`src/rtl/seq_divider.sv`:
```
// -----------------------------------------------------------------------------
// seq_divider
//   Iterative unsigned N-bit restoring divider. One quotient bit is produced
//   per clock while in RUN; results are registered and presented with a
//   one-cycle done pulse. A zero divisor short-circuits straight to DONE with
//   quotient = all ones, remainder = dividend and div_by_zero set.
//
// Ports
//   clk          rising-edge clock
//   rst_n        asynchronous active-low reset
//   start        request, sampled only in IDLE
//   dividend     N-bit unsigned dividend, captured on accept
//   divisor      N-bit unsigned divisor, captured on accept
//   busy         high exactly while iterating (RUN)
//   done         one-cycle pulse, results valid while high
//   quotient     registered quotient
//   remainder    registered remainder
//   div_by_zero  registered flag, set when the captured divisor was zero
// -----------------------------------------------------------------------------
module seq_divider #(
    parameter int N = 16
) (
    input  logic         clk,
    input  logic         rst_n,
    input  logic         start,
    input  logic [N-1:0] dividend,
    input  logic [N-1:0] divisor,
    output logic         busy,
    output logic         done,
    output logic [N-1:0] quotient,
    output logic [N-1:0] remainder,
    output logic         div_by_zero
);

    localparam int CW = $clog2(N + 1);

    typedef enum logic [1:0] {
        IDLE = 2'd0,
        RUN  = 2'd1,
        DONE = 2'd2
    } state_e;

    state_e         state_q, state_d;

    // Working registers: dvd_q shifts dividend bits out of its MSB while
    // quotient bits enter at its LSB, so after N steps it holds the quotient.
    logic [N-1:0]   dvd_q;
    logic [N-1:0]   dvs_q;
    logic [N-1:0]   rem_q;
    logic [CW-1:0]  cnt_q;

    // Result registers, only written on the DONE entry edge.
    logic [N-1:0]   quot_q;
    logic [N-1:0]   rem_out_q;
    logic           dbz_q;

    // One restoring step.
    logic [N:0]     trial;
    logic [N-1:0]   shifted;
    logic           qbit;
    logic [N-1:0]   rem_step;
    logic [N-1:0]   quo_step;
    logic           last_iter;
    logic           accept;

    // -------------------------------------------------------------------------
    // State register
    // -------------------------------------------------------------------------
    always_ff @(posedge clk or negedge rst_n) begin
        if (!rst_n) begin
            state_q <= IDLE;
        end else begin
            state_q <= state_d;
        end
    end

    // -------------------------------------------------------------------------
    // Next-state logic
    // -------------------------------------------------------------------------
    always_comb begin
        state_d = state_q;
        unique case (state_q)
            IDLE: begin
                if (start) begin
                    state_d = (divisor == '0) ? DONE : RUN;
                end
            end
            RUN: begin
                if (last_iter) begin
                    state_d = DONE;
                end
            end
            DONE:    state_d = IDLE;
            default: state_d = IDLE;
        endcase
    end

    // -------------------------------------------------------------------------
    // Output decode
    // -------------------------------------------------------------------------
    always_comb begin
        busy = 1'b0;
        done = 1'b0;
        unique case (state_q)
            RUN:     busy = 1'b1;
            DONE:    done = 1'b1;
            default: ;
        endcase
    end

    // -------------------------------------------------------------------------
    // Datapath step
    // -------------------------------------------------------------------------
    always_comb begin
        accept    = (state_q == IDLE) && start;
        last_iter = (cnt_q == CW'(1));
        // Because rem_q < dvs_q, the shifted value is < 2*dvs_q, so the
        // (N+1)-bit difference has its MSB set exactly when it is negative.
        trial     = {rem_q, dvd_q[N-1]} - {1'b0, dvs_q};
        shifted   = {rem_q[N-2:0], dvd_q[N-1]};
        qbit      = ~trial[N];
        rem_step  = qbit ? trial[N-1:0] : shifted;
        quo_step  = {dvd_q[N-2:0], qbit};
    end

    always_ff @(posedge clk or negedge rst_n) begin
        if (!rst_n) begin
            dvd_q     <= '0;
            dvs_q     <= '0;
            rem_q     <= '0;
            cnt_q     <= '0;
            quot_q    <= '0;
            rem_out_q <= '0;
            dbz_q     <= 1'b0;
        end else if (accept) begin
            if (divisor == '0) begin
                quot_q    <= '1;
                rem_out_q <= dividend;
                dbz_q     <= 1'b1;
            end else begin
                dvd_q <= dividend;
                dvs_q <= divisor;
                rem_q <= '0;
                cnt_q <= CW'(N);
                dbz_q <= 1'b0;
            end
        end else if (state_q == RUN) begin
            dvd_q <= quo_step;
            rem_q <= rem_step;
            cnt_q <= cnt_q - CW'(1);
            if (last_iter) begin
                quot_q    <= quo_step;
                rem_out_q <= rem_step;
            end
        end
    end

    assign quotient    = quot_q;
    assign remainder   = rem_out_q;
    assign div_by_zero = dbz_q;

endmodule

```
`config.mk`:
```
export PLATFORM = sky130hd
export DESIGN_NAME = seq_divider
export DESIGN_NICKNAME = d
export VERILOG_FILES = /design/src/rtl/seq_divider.sv
export SDC_FILE = /design/constraint.sdc
export NUM_CORES = 1
export LEC_CHECK = 0
export ABC_AREA = 1
export CORE_ASPECT_RATIO = 1.25
export CORE_MARGIN = 5
export CORE_UTILIZATION = 55
export DETAILED_ROUTE_END_ITERATION = 12
export GPL_TIMING_DRIVEN = 0
export PLACE_DENSITY = 0.85
export REMOVE_ABC_BUFFERS = 1
export SYNTH_ARGS = -nofsm -noshare
export SYNTH_HDL_FRONTEND = slang
export SYNTH_SLANG_ARGS = --single-unit
```
`constraint.sdc`:
```
create_clock -name clk -period 5.5 [get_ports clk]
set_clock_uncertainty 0.1 [all_clocks]
set_input_delay 0.55 -clock clk [delete_from_list [all_inputs] [get_ports clk]]
set_output_delay 0.55 -clock clk [all_outputs]
set_load 0.01 [all_outputs]
```
## After elaboration in Yosys (flattened, before gate mapping)

Index checks and enable logic that the tools add are counted.

- Register bits: 88
- Input bits: 35
- Output and inout port bits: 35
- Word-level logic and storage cells: 53

- Add/sub/neg operators: 2
- Eq/ne operators: 7
- Muxes and demuxes: 25
- Bitwise logic cells: 2
- Reductions and logical operators: 9

Operator list:

| cell | number |
|---|---|
| 16-bit two-way mux | 15 |
| 17-bit by 16-bit subtractor with 17-bit output | 1 |
| 16-bit zero test | 1 |
| 5-bit two-way mux | 3 |
| 2-bit two-way mux | 3 |
| 2-bit inequality test, second input constant | 3 |
| 2-bit AND reduction | 3 |
| 5-bit by 1-bit equality test with 1-bit output, second input constant | 1 |
| 5-bit by 1-bit subtractor with 5-bit output, second input constant | 1 |
| 2-bit one-hot mux with 2 select lines | 1 |
| 2-bit nonzero test | 2 |
| 1-bit two-way mux | 3 |
| 3-bit AND reduction | 1 |
| 2-bit by 1-bit equality test with 1-bit output, second input constant | 1 |
| 2-bit equality test, second input constant | 1 |
| 2-bit zero test | 1 |
| 2-bit by 1-bit inequality test with 1-bit output, second input constant | 1 |
| 1-bit inverter | 2 |
| 1-bit logical AND | 1 |

## Logic depth before layout (Yosys ltp)

Gate-level depths: netlist of run 1.

- Word-level depth: 5
- Depth in mapped cells: 17
- Depth with buffers taken out: 16

## Worst setup path before layout of run 1

Ideal clock, no wire load.

- Path type: reg2reg
- Start: register dvd_q[15]
- End: register rem_out_q[15], in the netlist remainder[15]
- Setup time: 113 ps
- Data arrival time: 1,933 ps
- Required time: 5,287 ps
- Slack: 3,354 ps
- Cell stages (with the launch flop): 17
- Path buffers: 1
- Clock period less this slack: 2,146 ps
- Cells stage by stage: dfrtp_1 inv_1 ha_1 fa_1 inv_1 nand2_1 nand2_1 nand3_1 nand2_2 nand2_2 nand3_1 nand2_4 buf_12 nand3_2 nand3_1 nand2_1 inv_1

- Word-level cells in the longest chain between the ends: 5

RTL lines:

| element | line | source |
|---|---|---|
| start: declaration | 47 | `logic [N-1:0] dvd_q;` |
| start signal: assignment | 141 | `dvd_q <= dividend;` |
| start signal: assignment | 148 | `dvd_q <= quo_step;` |
| 17-bit by 16-bit subtractor with 17-bit output | 119 | `trial = {rem_q, dvd_q[N-1]} - {1'b0, dvs_q};` |
| 16-bit two-way mux | 122 | `rem_step = qbit ? trial[N-1:0] : shifted;` |
| 16-bit two-way mux | 151 | `if (last_iter) begin` |
| 16-bit two-way mux | 147 | `end else if (state_q == RUN) begin` |
| 16-bit two-way mux | 135 | `end else if (accept) begin` |
| end signal: assignment | 138 | `rem_out_q <= dividend;` |
| end signal: assignment | 153 | `rem_out_q <= rem_step;` |
| end: declaration | 54 | `logic [N-1:0] rem_out_q;` |

No other way between the ends. The select of a mux whose other input is x is not followed.
A chain may end at the register's enable or synchronous reset.

## Worst setup path after layout of run 1

- Start: input port start
- End: register dvd_q[0]

- Word-level cells in the longest chain between the ends: 3
- Elaborated cells on any way between the ends: 5
- Classes of those cells: eq/ne (1); mux (1); reduce/logical (3)

RTL lines:

| element | line | source |
|---|---|---|
| start: declaration | 25 | `input logic start,` |
| 1-bit logical AND * | 115 | `accept = (state_q == IDLE) && start;` |
| 2-bit inequality test (no line) or 2-bit nonzero test (tied branches) | - |  |
| 2-bit AND reduction (no line) | - |  |

Every way passes the cells marked *; elsewhere a longest branch is shown, timed or not.

==> results.py, run 1 <==
metrics = {
    "pwr": {
        "power_density_nw_per_um2": 683,
        "switchingPower_mw": 2.12,
        "leakagePower_nw": 3.32,
        "clkPwrFrac_pct": 13.2,
        "power.sequential.fraction_pct": 25.9,
        "sw_frac_of_total_pct": 48.7,
        "proportion_of_power_drawn_by_combinational_gates_pct": 60.9,
        "cell_internal_pwr_mw": 2.24,
        "vdd_drop_max_uv": 427,
    },
    "sta": {
        "final_hold_viol_count": 0,
        "rsz_0062_raised_after_global_routing": "false",
        "final-max-slew-violation-count": 0,
        "min_period_over_period_pct": 72.6,
        "fmaxAchievable_mhz": 250,
        "final_period_minus_worst_setup_slack_ps": 3990,
        "tightest_slew_ps": 1020,
        "max_slew_margin_pct": 31.5,
        "fin_setup_tns_ps": 0,
        "timing.final.setup_violations": 0,
    },
    "global_route": {
        "grt.overflow.total": 0,
        "track_usage_pct": 23.3,
        "number_of_antenna_violations_at_the_first_check_in_global_routing": 0,
        "grt_start_max_net_pins": 75,
        "via_count_of_the_first_global_routing_pass": 4939,
        "grt_first_pass_wirelength_um": 22600,
    },
    "clocking": {
        "cts_inserted_buffers": 9,
        "number_of_h_tree_branching_levels": 3,
        "cts_tree": "yes",
        "cts_root_buffer": "sky130_fd_sc_hd__clkbuf_16",
        "clock_sink_count": 88,
        "clock_latency_on_the_worst_skew_pair_ps": 340,
        "holdBufCountCts": 1,
        "resized_after_cts": 0,
        "clockBufferDepth": 2,
        "cts.reportedPaths.clkPinSlew_ps": 70,
        "cts.repair_timing.setup_buffer_count": 0,
    },
    "synth": {
        "synth-simple-area-share_pct": 32.2,
        "synth_top_area_share_pct": 40.9,
        "post_synth_instance_area_sq_um": 5380,
        "synth_top_cells_by_area": "sky130_fd_sc_hd__dfrtp_1 41%, sky130_fd_sc_hd__nand2_1 16%, sky130_fd_sc_hd__inv_1 8.4%",
        "postSynthCellCount": 736,
        "synth-xor-area-share_pct": 1.63,
        "synth_mux_area_share_pct": 0,
        "synth.yosys.seq_area_share_pct": 40.9,
        "synth_largest_area_cell": "sky130_fd_sc_hd__dfrtp_1",
        "avg_cell_area_syn_sq_um": 7.31,
        "ys_seq_elements": 88,
        "netlist-cell-type-count": 34,
        "yosys_warnings": 0,
        "synth_adder_area_share_pct": 4.56,
        "synth_compound_area_share_pct": 9.09,
        "synthFlopType": "sky130_fd_sc_hd__dfrtp_1",
        "synth-async-reset-ratio_pct": 100,
        "synth_top_family_by_area": "simple AND/OR/NAND/NOR gates",
        "synth_edf_count": 0,
    },
    "route": {
        "remaining_drc_errors": 0,
        "avgRoutedWirePerCell_um": 14.5,
        "met2_wirelength_um": 6740,
        "num_vias": 4811,
        "detail-route-antenna-nets": 0,
        "firstDrtPassIters": 5,
        "routed-wl-met3_um": 600,
        "wirelength_um": 13400,
        "top_signal_layer_used": "met4",
        "detail_route.vias_per_cell": 5.20,
        "first_drt_iteration_drcs": 358,
        "met1_length_um": 5680,
    },
    "hold_path": {
        "type_of_the_most_critical_hold_path": "flip-flop to flip-flop",
    },
    "floorplan": {
        "dieArea_sq_um": 11900,
        "floorplan.initialDensity_pct": 56.0,
        "dieWidth_um": 98.5,
        "die-height_um": 121,
        "standard_cell_core_area_sq_um": 9610,
        "std_cell_rows": 40,
        "io_pins": 70,
    },
    "worst_setup_path": {
        "worst-endpoint-arrival_ps": 4120,
        "buffer_and_inverter_count_on_the_worst_path": 3,
        "critPathSlowestCell": "sky130_fd_sc_hd__inv_2",
        "kind_of_cell_adding_the_most_delay_to_the_critical_path": "buffers and inverters",
        "cp_data_required_time_ps": 5630,
        "startpoint_type": "primary input",
        "end_kind": "flip-flop",
        "timing.setup.critical_path_class": "primary input to flip-flop",
        "crit_chain": "clkdlybuf4s50_1 > nand2_2 > inv_2 > nand2_4 > nand2_2 > inv_2 > a21oi_1 > a21oi_1",
        "crit_fanout": 53,
        "cpPeakStageDelay_ps": 830,
    },
    "place": {
        "port_buffers": 69,
        "detailed_place_hpwl_um": 9670,
        "placed_cells_incl_taps": 908,
        "globalplace.congestion": 0.879,
    },
    "cells_and_area": {
        "layout.nets": 848,
        "fillerInstances": 848,
        "antenna_cells": 0,
        "flow.area_growth_from_synthesis_pct": 18.6,
        "layout.cells.most_common": "sky130_fd_sc_hd__nand2_1",
        "layout-drive-gt1-share_pct": 8.01,
        "final_cells": 925,
        "top_library_cells_by_usage_in_the_layout_fill_and_taps_aside": "225 x sky130_fd_sc_hd__nand2_1, 121 x sky130_fd_sc_hd__inv_1, 88 x sky130_fd_sc_hd__dfrtp_1, 68 x sky130_fd_sc_hd__clkdlybuf4s50_1",
    },
    "run_status": {
        "run_status": "complete, no violations",
    },
    "job": {
        "cap_violations": 0,
    },
}
==> worst reg2reg max path: cells and delay by family, from the launching register on <==
family | cells | cell delay [ps]
DFF | 1 | 430
AOI/OAI and AO/OA | 2 | 290
buffers and inverters | 2 | 1170
and+or+nand+nor | 4 | 1800
==> power by group through the flow <==
| stage | logic [mW] | registers (mW) | clock network [mW] |
|---|---|---|---|
| after floorplan | 1.80 | 1.14 | 0 |
| after global placement | 2.53 | 1.12 | 0 |
| after detailed placement | 2.62 | 1.13 | 0 |
| after CTS | 2.65 | 1.13 | 0.584 |
| after global routing | 2.99 | 1.16 | 0.612 |
| final | 2.66 | 1.13 | 0.574 |
==> sequential cells by signal, indices dropped and copies added, names as in the netlist <==
| signal | flops |
|---|---|
| dvs_q | 16 |
| cnt_q | 5 |
| dvd_q | 16 |
| rem_q | 16 |
| state_q | 2 |
| quotient | 16 |
| remainder | 16 |
| div_by_zero | 1 |
==> routing by layer <==
| layer | track usage (%) | vias up |
|---|---|---|
| met4 | 10.5 | 0 |
| met5 | 0 | - |
| met1 | 28.5 | 2254 |
| met2 | 40.4 | 128 |
| li1 | - | 2398 |
| met3 | 3.64 | 31 |
==> final timing paths <==
kind	start	endpoint	slack, ps	cells past startpoint
min	dvs_q[13]	dvs_q[13]	400	2
max	start	dvd_q[0]	1510	8
min reg2reg	dvs_q[13]	dvs_q[13]	400	2
max reg2reg	state_q[1]	dvd_q[0]	1600	8
min in group asynchronous	rst_n	quotient[2]	510	2
max in group asynchronous	rst_n	rem_q[13]	4170	3
==> metrics by stage <==
step                util (%)  power, mW  instance area (sq um)  setup WS (ps)  hold WS (ps)
CTS                     66.4       4.36                   6380           1530           397
global placement        63.2       3.65                   6080            685           370
finish                  66.4       4.36                   6380           1510           399
global route            66.4       4.76                   6380           1140           430
floorplan                  -       2.95                   5230           2530           154
detailed placement      63.5       3.75                   6100           1180           327
==> layout make-up <==
class	instances	area (sq um)	area share (%)
timing repair buffer	71	726	11.4
inverter	126	473	7.41
sequential	88	2200	34.5
multi-input combinational	498	2550	40.0
clock buffer	10	229	3.59
clock inverter	6	42.5	0.666
tap	126	158	2.47
==> logic make-up after synthesis <==
kind of cell | Yosys count
simple gates | 377
buf+inv | 150
compound gates | 92
flops | 88
fa+ha+maj | 19
xor+xnor | 10
==> Yosys cell counts (all sizes together), types with 4 or more instances <==
cell	n
o21ai	49
and2	4
ha	18
nand3	66
a21oi	41
dfrtp	88
clkbuf	9
or2	17
xor2	8
inv	126
buf	15
nor2	41
nand2	239
nand4	7
No activity file was read; power rests on OpenSTA's default activity.
==> run 2: changes to the inputs <==
--- a/config.mk
+++ b/config.mk
@@ -8,10 +8,10 @@
 export ABC_AREA = 1
 export CORE_ASPECT_RATIO = 1.25
 export CORE_MARGIN = 5
-export CORE_UTILIZATION = 55
+export CORE_UTILIZATION = 51
 export DETAILED_ROUTE_END_ITERATION = 12
 export GPL_TIMING_DRIVEN = 0
-export PLACE_DENSITY = 0.85
+export PLACE_DENSITY = 0.83
 export REMOVE_ABC_BUFFERS = 1
 export SYNTH_ARGS = -nofsm -noshare
 export SYNTH_HDL_FRONTEND = slang
==> constraint.sdc (replaced) <==
create_clock -name clk -period 3.4 [get_ports clk]
set_clock_uncertainty 0.1 [all_clocks]
set_input_delay 0.34 -clock clk [delete_from_list [all_inputs] [get_ports clk]]
set_output_delay 0.34 -clock clk [all_outputs]
set_load 0.01 [all_outputs]
==> results.py, run 2 (synthesis gave the netlist of run 1 again) <==
metrics = {
    "worst_setup_path": {
        "end_kind": "flip-flop",
        "critPathSlowestCell": "sky130_fd_sc_hd__nand2_2",
        "timing.setup.critical_path_class": "flip-flop to flip-flop",
        "cpPeakStageDelay_ps": 520,
        "cp_data_required_time_ps": 3530,
        "kind_of_cell_adding_the_most_delay_to_the_critical_path": "simple AND/OR/NAND/NOR gates",
        "buffer_and_inverter_count_on_the_worst_path": 2,
        "startpoint_type": "flip-flop",
        "worst-endpoint-arrival_ps": 3220,
        "crit_fanout": 53,
        "crit_chain": "nor2_1 > nand2_2 > inv_8 > nand2_4 > nand2_4 > inv_2 > a21oi_1 > a21oi_1",
    },
    "route": {
        "detail_route.vias_per_cell": 5.09,
        "detail-route-antenna-nets": 0,
        "num_vias": 4736,
        "first_drt_iteration_drcs": 312,
        "routed-wl-met3_um": 479,
        "top_signal_layer_used": "met4",
        "firstDrtPassIters": 4,
        "remaining_drc_errors": 0,
        "met1_length_um": 5390,
        "wirelength_um": 12500,
        "avgRoutedWirePerCell_um": 13.4,
        "met2_wirelength_um": 6190,
    },
    "clocking": {
        "clockBufferDepth": 2,
        "clock_sink_count": 88,
        "cts_tree": "yes",
        "cts_inserted_buffers": 9,
        "cts_root_buffer": "sky130_fd_sc_hd__clkbuf_16",
        "number_of_h_tree_branching_levels": 3,
        "clock_latency_on_the_worst_skew_pair_ps": 350,
        "cts.reportedPaths.clkPinSlew_ps": 60,
        "cts.repair_timing.setup_buffer_count": 0,
    },
    "cells_and_area": {
        "layout.nets": 848,
        "finish.instance_area_sq_um": 6460,
        "layout-drive-gt1-share_pct": 8.14,
        "final_core_utilization_pct": 61.8,
        "top_library_cells_by_usage_in_the_layout_fill_and_taps_aside": "225 x sky130_fd_sc_hd__nand2_1, 121 x sky130_fd_sc_hd__inv_1, 88 x sky130_fd_sc_hd__dfrtp_1, 68 x sky130_fd_sc_hd__clkdlybuf4s50_1",
        "layout.cells.most_common": "sky130_fd_sc_hd__nand2_1",
        "flow.area_growth_from_synthesis_pct": 20.1,
        "antenna_cells": 0,
        "final_cells": 931,
    },
    "sta": {
        "final-max-slew-violation-count": 0,
        "final_hold_viol_count": 0,
        "tightest_slew_ps": 1010,
        "min_period_over_period_pct": 90.9,
        "final.setup.worst_slack_ps": 310,
        "fmaxAchievable_mhz": 324,
        "max_slew_margin_pct": 32.4,
        "final_period_minus_worst_setup_slack_ps": 3090,
        "fin_setup_tns_ps": 0,
        "rsz_0062_raised_after_global_routing": "false",
        "timing.final.setup_violations": 0,
        "fin_worst_hold_slack_ps": 353,
    },
    "place": {
        "detailed_place_hpwl_um": 8990,
        "globalplace.congestion": 0.901,
        "dp_slack_ps": -665,
        "placement.cell_area_sq_um": 6110,
        "placed_cells_incl_taps": 914,
        "port_buffers": 69,
    },
    "floorplan": {
        "dieArea_sq_um": 12700,
        "die-height_um": 125,
        "dieWidth_um": 102,
        "floorplan.initialDensity_pct": 51.5,
        "io_pins": 70,
        "std_cell_rows": 42,
        "standard_cell_core_area_sq_um": 10500,
    },
    "pwr": {
        "leakagePower_nw": 3.35,
        "vdd_drop_max_uv": 552,
        "power_density_nw_per_um2": 1110,
        "final_total_pwr_mw": 7.16,
    },
    "global_route": {
        "via_count_of_the_first_global_routing_pass": 4816,
        "track_usage_pct": 21.4,
        "number_of_antenna_violations_at_the_first_check_in_global_routing": 0,
        "grt.overflow.total": 0,
        "grt_start_max_net_pins": 62,
        "grt_first_pass_wirelength_um": 22100,
    },
    "job": {
        "cap_violations": 0,
    },
    "hold_path": {
        "type_of_the_most_critical_hold_path": "primary input to async pin",
    },
    "run_status": {
        "run_status": "complete, no violations",
    },
}
## run 2: area by class of cell
| type | count | area, sq um |
|---|---|---|
| timing repair buffer | 71 | 726 |
| clock buffer | 10 | 239 |
| inverter | 126 | 480 |
| multi-input combinational | 498 | 2560 |
| fill | 875 | 4000 |
| sequential | 88 | 2200 |
| tap | 132 | 165 |
| clock inverter | 6 | 90.1 |
## run 2: where the power goes
group,switching [mW],total [mW],internal (mW)
logic,2.67,4.25,1.59
clock network,0.420,1.09,0.666
registers,0.282,1.82,1.54
total,3.37,7.16,3.79
## run 2: worst register-to-register path, stage by stage, from the launching register on
cell and delay, ps:
sky130_fd_sc_hd__dfrtp_1 410, sky130_fd_sc_hd__nor2_1 150, sky130_fd_sc_hd__nand2_2 520, sky130_fd_sc_hd__inv_8 470
sky130_fd_sc_hd__nand2_4 270, sky130_fd_sc_hd__nand2_4 470, sky130_fd_sc_hd__inv_2 310, sky130_fd_sc_hd__a21oi_1 190
sky130_fd_sc_hd__a21oi_1 80
## run 2: metal layers
layer | global-route usage, % | vias to the layer above
met5 | 0 | -
met3 | 3.31 | 33
met2 | 34.4 | 111
li1 | - | 2399
met1 | 28.1 | 2193
met4 | 9.81 | 0
## run 2: final timing paths
check                           start         end  slack (ps)  depth (start not counted)
max                        state_q[1]    dvd_q[0]         310                          8
min                             rst_n  state_q[1]         350                          2
max reg2reg                state_q[1]    dvd_q[0]         310                          8
min reg2reg                 dvs_q[15]   dvs_q[15]         390                          2
max in group asynchronous       rst_n   rem_q[11]        2220                          3
min in group clk            dvs_q[15]   dvs_q[15]         390                          2
## run 2: what timing repair did
action                                  in CTS  in global routing
resized for setup                            2                  2
hold endpoints to repair                    27                  0
hold buffers                                 1                  0
endpoints found under the setup margin      33                 27
==> run 3: changes to the inputs <==
--- a/config.mk
+++ b/config.mk
@@ -11,7 +11,7 @@
 export CORE_UTILIZATION = 51
 export DETAILED_ROUTE_END_ITERATION = 12
 export GPL_TIMING_DRIVEN = 0
-export PLACE_DENSITY = 0.83
+export PLACE_DENSITY = 0.78
 export REMOVE_ABC_BUFFERS = 1
 export SYNTH_ARGS = -nofsm -noshare
 export SYNTH_HDL_FRONTEND = slang
==> results.py, run 3 (synthesis gave the netlist of run 1 again) <==
metrics = {
    "place": {
        "globalplace.congestion": 0.861,
        "placed_cells_incl_taps": 914,
        "port_buffers": 69,
        "detailed_place_hpwl_um": 9840,
        "dp_slack_ps": -723,
    },
    "clocking": {
        "cts_inserted_buffers": 9,
        "number_of_h_tree_branching_levels": 3,
        "cts.reportedPaths.clkPinSlew_ps": 70,
        "cts_tree": "yes",
        "clockBufferDepth": 2,
        "clock_latency_on_the_worst_skew_pair_ps": 340,
        "cts.repair_timing.setup_buffer_count": 0,
        "clock_sink_count": 88,
        "cts_root_buffer": "sky130_fd_sc_hd__clkbuf_16",
    },
    "pwr": {
        "power_density_nw_per_um2": 1100,
        "sw_frac_of_total_pct": 47.9,
        "switchingPower_mw": 3.41,
        "proportion_of_power_drawn_by_combinational_gates_pct": 59.9,
        "cell_internal_pwr_mw": 3.70,
        "power.sequential.fraction_pct": 25.7,
        "clkPwrFrac_pct": 14.4,
        "vdd_drop_max_uv": 499,
        "leakagePower_nw": 3.34,
    },
    "worst_setup_path": {
        "buffer_and_inverter_count_on_the_worst_path": 2,
        "worst-endpoint-arrival_ps": 2960,
        "r2r-end": "dvd_q[0]",
        "end_kind": "flip-flop",
        "startpoint_type": "flip-flop",
        "crit_chain": "nor2_1 > nand2_4 > inv_8 > nand2_4 > nand2_4 > inv_2 > a21oi_1 > a21oi_1",
        "cpPeakStageDelay_ps": 480,
        "setup.worst_path.end": "dvd_q[0]",
        "kind_of_cell_adding_the_most_delay_to_the_critical_path": "simple AND/OR/NAND/NOR gates",
        "cp_common_cell": "sky130_fd_sc_hd__nand2_4",
        "timing.setup.critical_path_class": "flip-flop to flip-flop",
        "crit_start": "state_q[1]",
        "critPathSlowestCell": "sky130_fd_sc_hd__nand2_4",
        "setup.reg_to_reg.worst_slack_ps": 570,
        "cp_data_required_time_ps": 3530,
        "worstRegToRegCells": 8,
        "critical_path_cell_count": 8,
        "crit_fanout": 53,
        "critical_path.reg2reg.startpoint": "state_q[1]",
    },
    "floorplan": {
        "dieArea_sq_um": 12700,
        "std_cell_rows": 42,
        "dieWidth_um": 102,
        "io_pins": 70,
        "die-height_um": 125,
        "floorplan.initialDensity_pct": 51.5,
        "standard_cell_core_area_sq_um": 10500,
    },
    "route": {
        "detail_route.vias_per_cell": 5.13,
        "wirelength_um": 13200,
        "firstDrtPassIters": 5,
        "avgRoutedWirePerCell_um": 14.1,
        "detail-route-antenna-nets": 0,
        "num_vias": 4772,
        "first_drt_iteration_drcs": 206,
        "remaining_drc_errors": 0,
    },
    "global_route": {
        "number_of_antenna_violations_at_the_first_check_in_global_routing": 0,
        "via_count_of_the_first_global_routing_pass": 4894,
        "grt_first_pass_wirelength_um": 22800,
        "track_usage_pct": 22.0,
        "grt.overflow.total": 0,
        "grt_start_max_net_pins": 54,
    },
    "sta": {
        "final-max-slew-violation-count": 0,
        "tightest_slew_ps": 1010,
        "min_period_over_period_pct": 83.2,
        "final_period_minus_worst_setup_slack_ps": 2830,
        "max_slew_margin_pct": 32.5,
        "final_hold_viol_count": 0,
        "fmaxAchievable_mhz": 354,
        "timing.final.setup_violations": 0,
        "rsz_0062_raised_after_global_routing": "false",
        "final.setup.worst_slack_ps": 572,
    },
    "run_status": {
        "run_status": "complete, no violations",
    },
    "cells_and_area": {
        "top_library_cells_by_usage_in_the_layout_fill_and_taps_aside": "225 x sky130_fd_sc_hd__nand2_1, 121 x sky130_fd_sc_hd__inv_1, 88 x sky130_fd_sc_hd__dfrtp_1, 68 x sky130_fd_sc_hd__clkdlybuf4s50_1",
        "flow.area_growth_from_synthesis_pct": 19.7,
        "layout-drive-gt1-share_pct": 8.01,
        "layout.nets": 848,
        "final_cells": 931,
        "layout.cells.most_common": "sky130_fd_sc_hd__nand2_1",
        "antenna_cells": 0,
    },
    "job": {
        "cap_violations": 0,
    },
    "hold_path": {
        "type_of_the_most_critical_hold_path": "flip-flop to flip-flop",
    },
}
==> run 3: power groups by stage <==
stage	Sequential, mW	Combinational [mW]	Clock, mW
finish	1.83	4.26	1.03
global route	1.89	4.84	1.09
CTS	1.83	4.27	1.05
detailed placement	1.84	4.23	0
global placement	1.82	4.13	0
floorplan	1.85	2.92	0
==> run 3: per-stage QoR <==
stage | area (sq um) | TNS, ps | hold WS, ps | power (mW) | util (%)
3_5_place_dp | 6110 | -23380 | 293 | 6.07 | 58.4
2_1_floorplan | 5230 | 0 | -55.6 | 4.77 | -
5_1_grt | 6440 | 0 | 414 | 7.82 | 61.6
3_3_place_gp | 6080 | -129170 | 371 | 5.94 | 58.2
4_1_cts | 6430 | 0 | 403 | 7.15 | 61.5
6_report | 6440 | 0 | 403 | 7.12 | 61.6
==> run 3: what timing repair did <==
item	CTS	global route
hold buffers	1	0
setup endpoints to repair	52	33
resized for setup	2	3
endpoints found under the hold margin	43	0
==> run 3: how the worst min path moves through the flow <==
stage,slack [ps],from,depth (start not counted),to
finish,400,dvs_q[5],2,dvs_q[5]
global route,410,dvs_q[5],2,dvs_q[5]
CTS,400,dvs_q[5],2,dvs_q[5]
detailed placement,290,rst_n,1,quotient[2]
global placement,370,dvs_q[3],2,dvs_q[3]
floorplan,-60,rst_n,0,cnt_q[0]
==> run 3: worst reg2reg max path, delay by kind of cell, from the launching register on <==
| family | cells | cell delay, ps |
|---|---|---|
| AO/OA/AOI/OAI | 2 | 270 |
| flip-flops | 1 | 430 |
| buffers and inverters | 2 | 650 |
| AND/OR/NAND/NOR | 4 | 1270 |
==> run 3: layer usage <==
| metal | vias up | track usage, % | share of wire (%) |
|---|---|---|---|
| li1 | 2402 | - | - |
| met1 | 2272 | 28.4 | 44 |
| met2 | 73 | 37.1 | 50 |
| met3 | 25 | 3.75 | 3.2 |
| met4 | 0 | 7.41 | 2.7 |
| met5 | - | 0 | 0 |
==> run 3: layout make-up <==
type	count	area (sq um)
clock inverters	6	76.3
well taps	132	165
repair buffers	71	726
clock buffers	10	229
fillers	935	4020
multi-input cells	498	2560
inverters	126	480
flip-flops and latches	88	2200
